**config.mk**
```make
export PLATFORM = sky130hd
export DESIGN_NAME = vga_output_stage
export DESIGN_NICKNAME = d
export VERILOG_FILES = /design/src/rtl/vga_pkg.sv /design/src/rtl/vga_delay_line.sv /design/src/rtl/vga_output_stage.sv
export SDC_FILE = /design/constraint.sdc
export NUM_CORES = 1
export LEC_CHECK = 0
export BUFFER_PORTS_ARGS = -buffer_cell sky130_fd_sc_hd__buf_2
export CAP_MARGIN = 20
export CORE_MARGIN = 4
export CORE_UTILIZATION = 44
export CTS_CLUSTER_SIZE = 14
export DETAILED_ROUTE_END_ITERATION = 12
export PLACE_DENSITY = 0.86
export SLEW_MARGIN = 20
export SYNTH_ARGS = -nofsm -noshare
export SYNTH_HDL_FRONTEND = slang
export SYNTH_SLANG_ARGS = --single-unit
```
**constraint.sdc**
```tcl
create_clock -name clk -period 1.95 [get_ports clk]
set_clock_uncertainty 0.05 [all_clocks]
set_input_delay 0.2925 -clock clk [delete_from_list [all_inputs] [get_ports clk]]
set_output_delay 0.2925 -clock clk [all_outputs]
set_load 0.05 [all_outputs]
```
**src/rtl/vga_pkg.sv**
```systemverilog
// Shared VGA timing defaults and the control-flag bundle that travels
// alongside each pixel through the video pipeline.
package vga_pkg;

  localparam int H_ACTIVE_DEF   = 640;
  localparam int H_FP_DEF       = 16;
  localparam int H_SYNC_DEF     = 96;
  localparam int H_BP_DEF       = 48;
  localparam int V_ACTIVE_DEF   = 480;
  localparam int V_FP_DEF       = 10;
  localparam int V_SYNC_DEF     = 2;
  localparam int V_BP_DEF       = 33;
  localparam int PIPE_DELAY_DEF = 2;

  localparam int H_TOTAL_DEF    = H_ACTIVE_DEF + H_FP_DEF + H_SYNC_DEF + H_BP_DEF;
  localparam int V_TOTAL_DEF    = V_ACTIVE_DEF + V_FP_DEF + V_SYNC_DEF + V_BP_DEF;
  localparam int H_SYNC_START   = H_ACTIVE_DEF + H_FP_DEF;
  localparam int H_SYNC_END     = H_SYNC_START + H_SYNC_DEF;
  localparam int V_SYNC_START   = V_ACTIVE_DEF + V_FP_DEF;
  localparam int V_SYNC_END     = V_SYNC_START + V_SYNC_DEF;

  typedef struct packed {
    logic active;
    logic hs;
    logic vs;
  } vga_ctl_t;

  // Blanked, both syncs de-asserted (syncs are active low).
  localparam vga_ctl_t CTL_IDLE = '{active: 1'b0, hs: 1'b1, vs: 1'b1};

endpackage

```
**src/rtl/vga_delay_line.sv**
```systemverilog
// Async-reset shift register that delays the raster control flags so they
// meet the colour coming back from the object/mux pipeline.
module vga_delay_line #(
  parameter int               WIDTH     = 3,
  parameter int               DEPTH     = 2,
  parameter logic [WIDTH-1:0] RESET_VAL = '0
) (
  input  logic             clk,
  input  logic             resetN,
  input  logic [WIDTH-1:0] din,
  output logic [WIDTH-1:0] dout
);

  logic [WIDTH-1:0] stage [DEPTH];

  always_ff @(posedge clk or negedge resetN) begin
    if (!resetN) begin
      for (int i = 0; i < DEPTH; i++) stage[i] <= RESET_VAL;
    end else begin
      stage[0] <= din;
      for (int i = 1; i < DEPTH; i++) stage[i] <= stage[i-1];
    end
  end

  assign dout = stage[DEPTH-1];

endmodule

```
**src/rtl/vga_output_stage.sv**
```systemverilog
// Raster counters, sync/blank decode and the registered DAC outputs. Flags are
// delayed by PIPE_DELAY so they line up with the colour from the object mux.
module vga_output_stage
  import vga_pkg::*;
#(
  parameter int H_ACTIVE   = H_ACTIVE_DEF,
  parameter int H_FP       = H_FP_DEF,
  parameter int H_SYNC     = H_SYNC_DEF,
  parameter int H_BP       = H_BP_DEF,
  parameter int V_ACTIVE   = V_ACTIVE_DEF,
  parameter int V_FP       = V_FP_DEF,
  parameter int V_SYNC     = V_SYNC_DEF,
  parameter int V_BP       = V_BP_DEF,
  parameter int PIPE_DELAY = PIPE_DELAY_DEF
) (
  input  logic        clk,
  input  logic        resetN,
  input  logic [7:0]  redIn,
  input  logic [7:0]  greenIn,
  input  logic [7:0]  blueIn,
  output logic [10:0] pixelX,
  output logic [10:0] pixelY,
  output logic        startOfFrame,
  output logic [7:0]  oVGA_R,
  output logic [7:0]  oVGA_G,
  output logic [7:0]  oVGA_B,
  output logic        oVGA_HS,
  output logic        oVGA_VS,
  output logic        oVGA_BLANK_N,
  output logic        oVGA_SYNC_N
);

  localparam logic [10:0] H_LAST    = 11'(H_ACTIVE + H_FP + H_SYNC + H_BP - 1);
  localparam logic [10:0] V_LAST    = 11'(V_ACTIVE + V_FP + V_SYNC + V_BP - 1);
  localparam logic [10:0] H_ACT     = 11'(H_ACTIVE);
  localparam logic [10:0] V_ACT     = 11'(V_ACTIVE);
  localparam logic [10:0] HS_START  = 11'(H_ACTIVE + H_FP);
  localparam logic [10:0] HS_END    = 11'(H_ACTIVE + H_FP + H_SYNC);
  localparam logic [10:0] VS_START  = 11'(V_ACTIVE + V_FP);
  localparam logic [10:0] VS_END    = 11'(V_ACTIVE + V_FP + V_SYNC);

  logic [10:0] hCnt;
  logic [10:0] vCnt;
  vga_ctl_t    ctl_p0;
  vga_ctl_t    ctl_d;

  always_ff @(posedge clk or negedge resetN) begin
    if (!resetN) begin
      hCnt <= '0;
      vCnt <= '0;
    end else if (hCnt == H_LAST) begin
      hCnt <= '0;
      vCnt <= (vCnt == V_LAST) ? 11'd0 : vCnt + 11'd1;
    end else begin
      hCnt <= hCnt + 11'd1;
    end
  end

  assign pixelX       = hCnt;
  assign pixelY       = vCnt;
  assign startOfFrame = (hCnt == 11'd0) && (vCnt == 11'd0);
  assign oVGA_SYNC_N  = 1'b0;

  // Stage 0: flags decoded straight from the counters
  always_comb begin
    ctl_p0        = CTL_IDLE;
    ctl_p0.active = (hCnt < H_ACT) && (vCnt < V_ACT);
    ctl_p0.hs     = !((hCnt >= HS_START) && (hCnt < HS_END));
    ctl_p0.vs     = !((vCnt >= VS_START) && (vCnt < VS_END));
  end

  // Stages 1..PIPE_DELAY: flags wait for the object + mux pipeline
  vga_delay_line #(
    .WIDTH     ($bits(vga_ctl_t)),
    .DEPTH     (PIPE_DELAY),
    .RESET_VAL (CTL_IDLE)
  ) u_delay (
    .clk    (clk),
    .resetN (resetN),
    .din    (ctl_p0),
    .dout   (ctl_d)
  );

  // Output register: colour and flags sampled on the same edge describe the same pixel
  always_ff @(posedge clk or negedge resetN) begin
    if (!resetN) begin
      oVGA_R       <= 8'h00;
      oVGA_G       <= 8'h00;
      oVGA_B       <= 8'h00;
      oVGA_HS      <= 1'b1;
      oVGA_VS      <= 1'b1;
      oVGA_BLANK_N <= 1'b0;
    end else begin
      oVGA_R       <= ctl_d.active ? redIn   : 8'h00;
      oVGA_G       <= ctl_d.active ? greenIn : 8'h00;
      oVGA_B       <= ctl_d.active ? blueIn  : 8'h00;
      oVGA_HS      <= ctl_d.hs;
      oVGA_VS      <= ctl_d.vs;
      oVGA_BLANK_N <= ctl_d.active;
    end
  end

endmodule
```
==> impl_metrics.csv, run 1 <==
group,metric,value,unit
sta,finalCritPeriodShare,105,%
drt,ant_nets,0,
grt,grt_max_degree,56,
floorplan,die_w,78.7,microns
place,hpwlAfterDp,3370,microns
power_and_ir_drop,p_switching,0.487,mW
floorplan,io_pins,77,
setup_path,path_max_fanout,8,
drt,drc,0,
synth,ys_warn_count,0,
drt,wl_per_cell,14.3,microns
worst_hold_path,hold_path.class,"input pin to register",
drt,vias,1750,
clock_network,numCtsBuffers,5,
power_and_ir_drop,p_clk_share,30.2,%
final_layout,area_growth,36.7,%
sta,setup_slack,-0.0973,ns
synth,yosysSeqAreaShare,63.0,%
power_and_ir_drop,power_frac_seq,60.0,%
clock_network,cts_buffer_depth,2,
synth,syn-num-nets,215,
clock_network,clk_latency,0.30,ns
grt,antenna_found_initial,0,
drt,drt-total-wl,5040,microns
place,port_buffers,75,
drt,vias_per_cell,4.97,
grt,grt_remaining_overflow,0,
place,pre_cts_slack,0.0705,ns
grt,grtUsageTotal,16.5,%
sta,timing.final.hold_violations,0,
synth,ys_ff_latch,55,
status,status,"complete, but fails checks",
drt,dr.first_iter.drc_count,58,
power_and_ir_drop,internal_power,1.46,mW
floorplan,coreArea,0.00479,sq mm
clock_network,clock-sinks,55,
place,gp_congestion,0.856,
setup_path,critPathKind,"register to primary output",
floorplan,start_util,45.9,%
synth,syn_area_per_cell,11.9,sq um
sta,rsz0062_at_grt,"yes",
setup_path,arrival,1.70,ns
power_and_ir_drop,swShare,24.9,%
clock_network,cts_tree,"yes",
power_and_ir_drop,ir_drop,0.000278,V
final_layout,num_antenna_cells,0,
power_and_ir_drop,p_leak,1.47,nW
sta,fin_tns_setup,-0.112,ns
setup_path,critPathCaptureType,"primary output",
synth,synth_cells,185,
grt,grt_pass1_vias,1759,
synth,synth_area,0.00220,sq mm
sta,max_freq,0.488,GHz
clock_network,ctsRootBufferMaster,"clkbuf_8",
clock_network,h-tree-depth,2,
synth,synth_cell_types,36,
drt,drt_pass1_iterations,4,
sta,tightest_slew,0.510,ns
status,violations,"negative setup slack",
setup_path,required,1.61,ns
floorplan,die_h,78.7,microns
floorplan,die-area,0.00619,sq mm
sta,min_period,2.05,ns
final_layout,drive_above_1_share,48.1,%
grt,grt_pass1_wl,8070,microns
sta,maxSlewViolCount,0,
power_and_ir_drop,p_per_area,649,mW/mm^2
sta,slew_headroom,66.0,%
clock_network,clkSlewWorstSetupHoldPaths,0.10,ns
setup_path,cp-start-kind,"register",
sta,setup_viol,2,
run,cap_violations,0,
floorplan,num_rows,25,
power_and_ir_drop,p_comb_share,9.8,%
final_layout,finalNetCount,314,
[worst max-delay path: stages (launching register included)]
cell	delay (ns)
dfrtp_1	0.48
nor4_2	0.40
nand4_1	0.21
nor2_4	0.16
buf_8	0.15
[power groups by stage]
stage	combinational, mW	sequential [mW]	clock [mW]
6_report	0.191	1.17	0.590
2_1_floorplan	0.0225	1.29	0
3_3_place_gp	0.190	1.19	0
4_1_cts	0.194	1.17	0.613
5_1_grt	0.204	1.17	0.683
3_5_place_dp	0.192	1.19	0
[cells by family (layout without fill, tap and decap cells)]
logic type / Yosys count / count (layout) / synth area share, %
muxes: 1 / 1 / 0.456
DFF: 55 / 55 / 63.0
adders and majority gates: 4 / 4 / 2.28
buffers and inverters: 12 / 112 / 2.73
other: 1 / 1 / 0.171
AOI/OAI and AO/OA: 12 / 12 / 2.90
and+or+nand+nor: 87 / 87 / 23.3
xor gates and xnor gates: 13 / 13 / 5.18
[stage by stage]
stage / utilization (%) / power [mW] / cell area (sq um) / cells / hold WS (ns)
after floorplan: - / 1.31 / 2230 / 185 / -0.0531
after global placement: 57.7 / 1.38 / 2760 / 334 / 0.255
after detailed placement: 57.7 / 1.38 / 2760 / 334 / 0.261
after CTS: 61.4 / 1.98 / 2940 / 347 / 0.130
after global routing: 62.8 / 2.06 / 3000 / 352 / 0.123
final: 62.8 / 1.95 / 3000 / 352 / 0.144
[worst paths after layout]
| path | slack (ns) | to | cells after the start | startpoint |
|---|---|---|---|---|
| setup / recovery | -0.1 | startOfFrame | 4 | pixelX[9] |
| hold / removal | 0.14 | oVGA_B[3] | 2 | blueIn[3] |
| setup reg to reg | -0.01 | pixelY[9] | 6 | pixelX[0] |
| hold reg to reg | 0.31 | oVGA_HS | 0 | u_delay.dout[1] |
| max in group asynchronous | 1.08 | u_delay.dout[1] | 3 | resetN |
| min in group asynchronous | 0.47 | oVGA_G[5] | 3 | resetN |
[placed cells by master (no fill, tap or decap), drive strengths merged]
| cell | netlist | final |
|---|---|---|
| buf | 3 | 97 |
| dfrtp | 49 | 49 |
| and2 | 25 | 25 |
| nand2 | 12 | 12 |
| nor2 | 11 | 11 |
| nand3 | 10 | 10 |
| o21ai | 8 | 8 |
| xor2 | 7 | 7 |
| nand4 | 6 | 6 |
| xnor2 | 6 | 6 |
| dfstp | 6 | 6 |
| inv | 6 | 6 |
| clkbuf | 3 | 5 |
| nor3 | 5 | 5 |
| and3 | 4 | 4 |
| ha | 4 | 4 |
| clkinv | 0 | 3 |
| and4 | 3 | 3 |
| nor4b | 2 | 2 |
| a21oi | 2 | 2 |
| nor4 | 2 | 2 |
| or4 | 2 | 2 |
| nand4b | 1 | 1 |
| or3b | 1 | 1 |
| mux2i | 1 | 1 |
| nor3b | 1 | 1 |
| and4b | 1 | 1 |
| o31ai | 1 | 1 |
| or3 | 1 | 1 |
| a31oi | 1 | 1 |
| conb | 1 | 1 |
| dlygate4sd3 | 0 | 1 |
[sequential cells by signal, summed over array words and instances, names as in the netlist]
register and cells:
oVGA_B 8, oVGA_BLANK_N 1, oVGA_G 8, oVGA_HS 1, oVGA_R 8, oVGA_VS 1, pixelX 11, pixelY 11
u_delay.dout 3, u_delay.stage 3
[cells in the mapped netlist]
cell	number	share of area, %
and4_2	1	0.46
or3b_1	1	0.40
buf_6	1	0.51
nor3b_2	1	0.57
or3_1	1	0.28
buf_4	2	0.68
xor2_1	7	2.8
nand2_1	12	2.0
nand4_1	6	1.7
and2_1	24	6.8
dfstp_2	6	7.2
o21ai_0	4	0.91
inv_1	6	1.0
and4b_1	1	0.46
dfrtp_1	49	56
or4_1	2	0.68
mux2i_1	1	0.46
clkbuf_1	3	0.51
nand3_1	10	2.3
and3_2	1	0.34
nor4b_1	2	0.80
a21oi_1	2	0.46
nor3_2	2	0.91
and3_1	3	0.85
nor4_1	2	0.57
conb_1	1	0.17
o21ai_1	4	0.91
nand4b_1	1	0.40
nor2_1	11	1.9
ha_1	4	2.3
a31oi_1	1	0.28
nor3_1	3	0.68
o31ai_1	1	0.34
and4_1	2	0.80
and2_2	1	0.34
xnor2_1	6	2.4
[final cells by class]
class	instances	area, sq um
Timing Repair Buffer	98	581
Fill cell	387	1780
Clock buffer	5	68.8
Multi-Input combinational cell	118	838
Sequential cell	55	1400
Clock inverter	3	15.0
Tap cell	67	83.8
Inverter	6	22.5
[per-layer routing]
metal	vias up	global-route usage (%)	wire length [microns]
met4	0	5.94	83
li1	821	-	-
met2	82	29.5	2650
met1	839	18.3	1900
met5	-	0	0
met3	8	5.39	398
[what timing repair did]
item	4_1_cts	5_1_grt
endpoints found under the setup margin	1	3
gates resized for setup	11	7
pin swaps	2	3
setup buffers	4	5
hold endpoints to repair	49	0
hold buffers	1	0
(Power assumes the default switching activity.)
==> run 2, diff against run 1 <==
--- a/config.mk
+++ b/config.mk
@@ -11,6 +11,7 @@
 export CORE_UTILIZATION = 44
 export CTS_CLUSTER_SIZE = 14
 export DETAILED_ROUTE_END_ITERATION = 12
+export MAX_ROUTING_LAYER = met4
 export PLACE_DENSITY = 0.86
 export SLEW_MARGIN = 20
 export SYNTH_ARGS = -nofsm -noshare
==> impl_metrics.csv, run 2 (synthesis gave the netlist of run 1 again) <==
group,metric,value,unit
clock_network,clk_latency,0.30,ns
floorplan,die-area,0.00619,sq mm
power_and_ir_drop,p_comb_share,9.8,%
grt,use_met1,18.7,%
grt,grtUsageTotal,17.0,%
final_layout,final_common_cell,"buf_2",
power_and_ir_drop,internal_power,1.46,mW
setup_path,path_max_fanout,8,
sta,setup_slack,-0.0902,ns
worst_hold_path,hp-start,"blueIn[3]",
setup_path,reg2regPathDepth,6,
sta,setup_viol,1,
floorplan,num_rows,25,
grt,met3_usage,5.39,%
setup_path,crit_buf_inv,1,
setup_path,cp-start-kind,"register",
setup_path,arrival,1.70,ns
final_layout,final_cell_mix,"74 x buf_2, 40 x dfrtp_1, 24 x and2_1",
setup_path,crit_path_cell_trace,"nor4_2, nand4_1, nor2_4, buf_8",
final_layout,finalNetCount,315,
floorplan,start_util,45.9,%
grt,top_usage_layer,"met2",
drt,vias_per_cell,4.92,
status,status,"complete, but fails checks",
setup_path,r2r-start,"pixelX[0]",
sta,finalCritPeriodShare,105,%
sta,timing.final.hold_violations,0,
clock_network,clock-sinks,55,
drt,drt-total-wl,5030,microns
clock_network,cts_tree,"yes",
final_layout,num_antenna_cells,0,
clock_network,clkSlewWorstSetupHoldPaths,0.10,ns
final_layout,area_growth,37.1,%
floorplan,io_pins,77,
sta,tightest_slew,0.508,ns
place,gp_congestion,0.870,
setup_path,reg2reg_slack,0.01,ns
power_and_ir_drop,p_clk_share,30.3,%
setup_path,cp_slowest_cell,"dfrtp_1",
final_layout,drive_above_1_share,48.3,%
clock_network,cts_buffer_depth,2,
sta,rsz0062_at_grt,"yes",
floorplan,coreArea,0.00479,sq mm
place,port_buffers,75,
grt,use_met2,29.1,%
setup_path,critPathKind,"register to primary output",
setup_path,required,1.61,ns
sta,maxSlewViolCount,0,
worst_hold_path,whs_endpoint,"oVGA_B[3]",
clock_network,h-tree-depth,2,
drt,ant_nets,0,
sta,min_period,2.04,ns
power_and_ir_drop,p_leak,1.48,nW
status,violations,"negative setup slack",
sta,max_freq,0.490,GHz
power_and_ir_drop,p_per_area,648,mW/mm^2
place,postPlaceCellArea,0.00276,sq mm
grt,grt_max_degree,56,
clock_network,numCtsBuffers,5,
place,hpwlAfterDp,3370,microns
floorplan,die_w,78.7,microns
power_and_ir_drop,swShare,25.0,%
drt,wl_per_cell,14.3,microns
clock_network,ctsRootBufferMaster,"clkbuf_8",
drt,drc,0,
sta,slew_headroom,66.1,%
final_layout,nFillCells,385,
drt,dr.first_iter.drc_count,75,
power_and_ir_drop,ir_drop,0.000278,V
setup_path,crit_family,"simple AND/OR/NAND/NOR gates",
drt,drt_pass1_iterations,4,
place,pre_cts_slack,0.0705,ns
grt,grt_remaining_overflow,0,
final_layout,fin_area,0.00301,sq mm
grt,grt_pass1_vias,1756,
floorplan,die_h,78.7,microns
sta,fin_tns_setup,-0.0902,ns
power_and_ir_drop,p_switching,0.488,mW
worst_hold_path,hold_path.class,"input pin to register",
setup_path,critPathCaptureType,"primary output",
power_and_ir_drop,power_frac_seq,59.9,%
sta,hold_ws,0.143,ns
run,cap_violations,0,
grt,antenna_found_initial,0,
worst_hold_path,hold_depth,2,
setup_path,crit_path_max_incr_delay,0.48,ns
setup_path,r2r-end,"pixelY[9]",
drt,vias,1737,
grt,grt_pass1_wl,8090,microns
[run 2: cell types whose count changed in the layout (fill, tap and decap cells not counted)]
cell   before  now
buf_4      19   20
[run 2: metal layers]
| metal | vias to the layer above | wire, microns |
|---|---|---|
| met5 | - | 0 |
| met4 | 0 | 72 |
| met3 | 9 | 376 |
| met2 | 81 | 2690 |
| met1 | 823 | 1900 |
| li1 | 824 | - |
[run 2: worst max path at each step]
stage               startpoint  slack [ns]      endpoint  cells after the start
finish               pixelX[9]       -0.09  startOfFrame                      4
global route         pixelX[9]       -0.21  startOfFrame                      4
detailed placement   pixelX[0]        0.07     pixelY[9]                      5
global placement     pixelX[0]        0.15     pixelY[9]                      5
CTS                  pixelX[9]       0.006  startOfFrame                      4
floorplan            pixelX[0]       0.002     pixelY[3]                      6
[run 2: power groups by stage]
stage	sequential (mW)	clock, mW	combinational [mW]
floorplan	1.29	0	0.0225
global placement	1.19	0	0.190
detailed placement	1.19	0	0.192
CTS	1.17	0.613	0.194
global route	1.17	0.685	0.204
finish	1.17	0.591	0.191
[run 2: timing repair]
action                                 CTS  global route
setup buffers                            4             6
setup endpoints to repair                1             3
gates resized for setup                 11             7
pin swaps                                2             3
endpoints found under the hold margin   49             0
hold buffers                             1             0
[run 2: cell type report]
class / count / area [sq um] / share of cell area, %
clock inverters: 3 / 15.0 / 0.499
well taps: 67 / 83.8 / 2.78
repair buffers: 99 / 588 / 19.5
inverters: 6 / 22.5 / 0.748
multi-input cells: 118 / 838 / 27.8
flip-flops and latches: 55 / 1400 / 46.3
clock buffers: 5 / 68.8 / 2.29
[run 2: through the flow]
step | instances | utilization (%) | total power [mW]
after floorplan | 185 | - | 1.31
after global placement | 334 | 57.7 | 1.38
after detailed placement | 334 | 57.7 | 1.38
after CTS | 347 | 61.4 | 1.98
after global routing | 353 | 62.9 | 2.06
final | 353 | 62.9 | 1.95
